### src/rtl/prng_lfsr.sv
// Purpose: Fibonacci LFSR pseudo-random word generator with seed load and period detection.
// Latency: out_data is the state register itself; each accepted word advances STEP shifts at the next edge.
// Backpressure: out_valid/out_ready handshake; the state holds while out_valid is high and out_ready is low.
module prng_lfsr #(
  parameter int              WIDTH      = 16,
  parameter logic [WIDTH-1:0] TAPS       = 16'hB400,
  parameter int              STEP       = 1,
  parameter logic [WIDTH-1:0] RESET_SEED = 16'h0001
) (
  input  logic             clk,
  input  logic             rst_n,
  input  logic             seed_load,
  input  logic [WIDTH-1:0] seed_data,
  input  logic             enable,
  input  logic             out_ready,
  output logic             out_valid,
  output logic [WIDTH-1:0] out_data,
  output logic [WIDTH-1:0] xfer_cnt,
  output logic             period_hit,
  output logic             seed_err
);

  // STEP single shifts chained combinationally; the loop unrolls into one
  // XOR network so a multi-shift advance still completes in one cycle.
  function automatic logic [WIDTH-1:0] advance(input logic [WIDTH-1:0] cur);
    logic [WIDTH-1:0] v;
    v = cur;
    for (int k = 0; k < STEP; k++) begin
      v = {v[WIDTH-2:0], ^(v & TAPS)};
    end
    return v;
  endfunction

  logic [WIDTH-1:0] state_q;
  logic [WIDTH-1:0] seed_q;
  logic [WIDTH-1:0] cnt_q;
  logic             hit_q;
  logic             err_q;

  logic             load_en;
  logic             transfer;
  logic             zero_seed;
  logic [WIDTH-1:0] load_val;
  logic [WIDTH-1:0] adv_val;
  logic             cnt_full;

  // A load cycle never presents a word, so the load always wins over a transfer.
  assign out_valid = enable & ~seed_load;
  assign out_data  = state_q;
  assign xfer_cnt  = cnt_q;
  assign period_hit = hit_q;
  assign seed_err  = err_q;

  // Loads are gated by enable so a disabled generator stays fully frozen.
  assign load_en   = enable & seed_load;
  assign transfer  = out_valid & out_ready;
  assign zero_seed = (seed_data == '0);
  // An all-zero seed would lock the LFSR at zero forever, so substitute the reset seed.
  assign load_val  = zero_seed ? RESET_SEED : seed_data;
  assign adv_val   = advance(state_q);
  assign cnt_full  = &cnt_q;

  // State register: load, advance on accepted word, otherwise hold.
  always_ff @(posedge clk or negedge rst_n) begin
    if (!rst_n) begin
      state_q <= RESET_SEED;
    end else if (load_en) begin
      state_q <= load_val;
    end else if (transfer) begin
      state_q <= adv_val;
    end
  end

  // Active seed: the value a full period returns to.
  always_ff @(posedge clk or negedge rst_n) begin
    if (!rst_n) begin
      seed_q <= RESET_SEED;
    end else if (load_en) begin
      seed_q <= load_val;
    end
  end

  // Transfer counter since last load, saturating at all-ones.
  always_ff @(posedge clk or negedge rst_n) begin
    if (!rst_n) begin
      cnt_q <= '0;
    end else if (load_en) begin
      cnt_q <= '0;
    end else if (transfer && !cnt_full) begin
      cnt_q <= cnt_q + 1'b1;
    end
  end

  // One-cycle pulse after the transfer that lands back on the active seed.
  always_ff @(posedge clk or negedge rst_n) begin
    if (!rst_n) begin
      hit_q <= 1'b0;
    end else begin
      hit_q <= transfer && (adv_val == seed_q);
    end
  end

  // Sticky zero-seed flag, rewritten by every load.
  always_ff @(posedge clk or negedge rst_n) begin
    if (!rst_n) begin
      err_q <= 1'b0;
    end else if (load_en) begin
      err_q <= zero_seed;
    end
  end

endmodule

### config.mk
export PLATFORM = sky130hd
export DESIGN_NAME = prng_lfsr
export DESIGN_NICKNAME = d
export VERILOG_FILES = /design/src/rtl/prng_lfsr.sv
export SDC_FILE = /design/constraint.sdc
export NUM_CORES = 1
export LEC_CHECK = 0
export ABC_AREA = 1
export CAP_MARGIN = 20
export CORE_MARGIN = 5
export CORE_UTILIZATION = 35
export CTS_BUF_LIST = sky130_fd_sc_hd__clkbuf_16
export DETAILED_ROUTE_END_ITERATION = 6
export HOLD_SLACK_MARGIN = 0.12
export SETUP_SLACK_MARGIN = 0.4
export SYNTH_ARGS = -nofsm -noshare
export SYNTH_HDL_FRONTEND = slang
export SYNTH_SLANG_ARGS = --single-unit
### constraint.sdc
create_clock -name clk -period 1.78 [get_ports clk]
set_clock_uncertainty 0.05 [all_clocks]
set_input_delay 0.356 -clock clk [delete_from_list [all_inputs] [get_ports clk]]
set_output_delay 0.356 -clock clk [all_outputs]
set_load 0.005 [all_outputs]
==> impl_metrics.yaml <==
sta:
  holdWs_ps: 432
  max_freq_mhz: 644
  relSlewSlack_pct: 70.9
  worst_pin_slew_ps: 437
  fin_crit_sh_pct: 87.2
  fin_tns_setup_ps: 0
  layout_min_cycle_time_ps: 1550
  hold_violations: 0
  setup_viol_count_final: 0
  rsz0062_at_grt: "yes"
  slew_violations: 0
placed_design:
  hpwl_mm: 5.32
  place_area_sq_um: 3440
  numPortBuffers: 55
  gp_congestion: 0.822
floorplanning:
  die_h_um: 97.0
  die_w_um: 97.0
  initial_utilization_pct: 36.3
  die-area_sq_um: 9400
  ios: 56
  core_area_sq_um: 7290
  rows: 31
finish:
  fill_cells: 703
  antenna_cells: 0
  syn2layout_area_growth_pct: 56.2
  final_nets: 480
  final_cell_area_sq_um: 4130
  drive_gt1_share_pct: 32.0
detailed_routing:
  drtPass1Iterations: 4
  drtIter0Drc: 167
  wl_mm: 7.76
  vias: 2671
  postRouteAntennaNets: 0
  drc: 0
  wire_per_inst_um: 13.9
  viasPerCell: 4.79
worst_hold_path:
  hold_path_depth: 2
  hp-start: "seed_err"
  hold_path_class: "reg -> reg"
synthesis:
  yosysSeqAreaShare_pct: 47.4
  synth-compound-area-share_pct: 7.33
  synth.distinct_cells: 27
  syn_inst: 335
  syn-num-nets: 357
  synth_top_family_by_area: "simple AND/OR/NAND/NOR gates"
  synth-simple-area-share_pct: 31.6
  ys_seq_elements: 50
  avgSynthCellArea_sq_um: 7.90
  synthAdderAreaFrac_pct: 0.473
  synth_area_sq_um: 2650
  yosysWarnings: 0
  synth-xor-area-share_pct: 7.94
  synth_mux_area_share_pct: 0
power_and_ir_drop:
  power_mw: 3.40
  p_leak_nw: 2.06
  pwr-share-clk_pct: 31.8
  ir_worst_vdd_mv: 0.449
  p_sw_uw: 961
  power_density_nw_per_um2: 823
  switching_share_pct: 28.2
  p_comb_share_pct: 28.0
  power_frac_seq_pct: 40.2
  power.internal_mw: 2.44
global_route:
  antenna_found_initial: 0
  grt_max_degree: 28
  grt.total_usage_pct: 16.6
  grt_pass1_vias: 2622
  grt_pass1_wl_mm: 12.9
  grt_remaining_overflow: 0
critical_path:
  path_class: "reg -> reg"
  critPathMaxFanout: 7
  max_stage_delay_ps: 420
  end_kind: "flip-flop"
  worstPathCellList: "buf_4, nand2_4, nor2_4, nand2_2, nor2_4, o21ai_4, clkinv_4, nand2_2, nand2_1"
  critical_path.top_delay_family: "flip-flops"
  cp-start-kind: "flip-flop"
  startpoint: "xfer_cnt[11]"
  crit_required_ps: 1910
  crit_buf_inv: 2
  crit_cells: 9
  critPathArrivalTime_ps: 1680
  r2r-start: "xfer_cnt[11]"
  cpMaxStageDelayCell: "dfrtp_2"
  reg2reg_depth: 9
clock_network:
  insertion_delay_ps: 290
  cts_tree: "built"
  path_clk_slew_ps: 70
  cts_buffers: 5
  root_buffer: "clkbuf_16"
  cts_sinks: 50
  htreeDepth: 2
  cts_buffer_depth: 2
outcome:
  status: "completed"
run:
  maxCapViolations: 0
-- worst paths after layout --
kind / slack [ps] / end
min: 430 / seed_err
max reg2reg: 230 / xfer_cnt[14]
max in group asynchronous: 680 / out_data[10]
min in group asynchronous: 500 / out_data[1]
max: 230 / xfer_cnt[14]
min reg2reg: 430 / seed_err
-- sequential cells by signal, indices dropped and copies added (netlist names) --
name	flops
period_hit	1
seed_err	1
out_data	16
xfer_cnt	16
seed_q	16
-- cell families after synthesis --
logic type                 Yosys count
buffers and inverters               34
AOI/OAI and AO/OA                   26
DFF                                 50
and+or+nand+nor                    200
xor gates and xnor gates            24
adders and majority gates            1
-- routing by layer --
layer | wire, um | vias up | track usage, % | share of wire [%]
met3 | 362 | 6 | 2.88 | 4.7
li1 | - | 1331 | - | -
met4 | 79 | 0 | 4.21 | 1.0
met2 | 3660 | 66 | 26.6 | 47
met5 | 0 | - | 0 | 0
met1 | 3660 | 1268 | 23.3 | 47
-- worst reg2reg max path, stage by stage (launching register included) --
cell,delay (ps)
dfrtp_2,420
buf_4,150
nand2_4,80
nor2_4,40
nand2_2,90
nor2_4,50
o21ai_4,240
clkinv_4,180
nand2_2,100
nand2_1,60
-- metrics by stage --
step	setup slack [ps]	instances	util, %
finish	228	558	56.7
global route	188	558	56.7
CTS	238	552	55.1
detailed placement	-158	495	47.1
global placement	-122	495	47.1
floorplan	260	335	-
-- power by group through the flow --
stage          Clock [mW]  Sequential (mW)  Combinational (mW)
2_1_floorplan           0             1.42               0.346
3_3_place_gp            0             1.44               0.709
3_5_place_dp            0             1.44               0.714
4_1_cts              1.10             1.36               0.896
5_1_grt              1.16             1.38                1.04
6_report             1.08             1.37               0.953
-- cells in the mapped netlist (all sizes together) --
cell	n	area share [%]
xnor2	15	5.0
clkinv	1	0.19
dfstp	2	2.0
nand3	10	1.9
a21oi	1	0.19
o21bai	3	0.85
o221ai	10	3.3
dfrtp	48	45
ha	1	0.47
clkbuf	5	0.71
nand4	17	4.0
nor2	40	6.4
o21ai	9	2.1
o211ai	2	0.57
xor2	9	3.0
buf	4	0.99
or2	1	0.24
o21a	1	0.28
inv	24	3.4
nand2	132	19
-- layout make-up --
class	count	area, sq um	area share, %
Multi-Input combinational cell	251	1400	33.8
Clock inverter	3	41.3	0.999
Tap cell	99	124	3.00
Timing Repair inverter	1	8.76	0.212
Timing Repair Buffer	124	1070	25.8
Sequential cell	50	1270	30.7
Clock buffer	5	125	3.03
Inverter	25	101	2.45
-- cells in the final DEF (no fill, tap or decap), drive strengths merged, types with 3 or more instances in the layout --
cell type      Yosys  routed
o221ai            10      10
o21ai              9       9
clkdlybuf4s15      0      10
o21bai             3       3
dfrtp             48      48
xor2               9       9
inv               24      25
nor2              40      40
xnor2             15      15
nand2            132     132
buf                4      74
nand3             10      10
clkdlybuf4s50      0      17
clkbuf             5      10
dlygate4sd2        0      17
nand4             17      17
-- repair_timing --
| item | in CTS | in global routing |
|---|---|---|
| gates resized for setup | 95 | 40 |
| gates cloned | 1 | 0 |
| hold buffers | 1 | 0 |
| setup endpoints to repair | 73 | 32 |
| pin swaps | 6 | 13 |
| setup buffers | 47 | 6 |
| endpoints found under the hold margin | 14 | 0 |
Note: power is estimated with default switching activity, not from simulation.
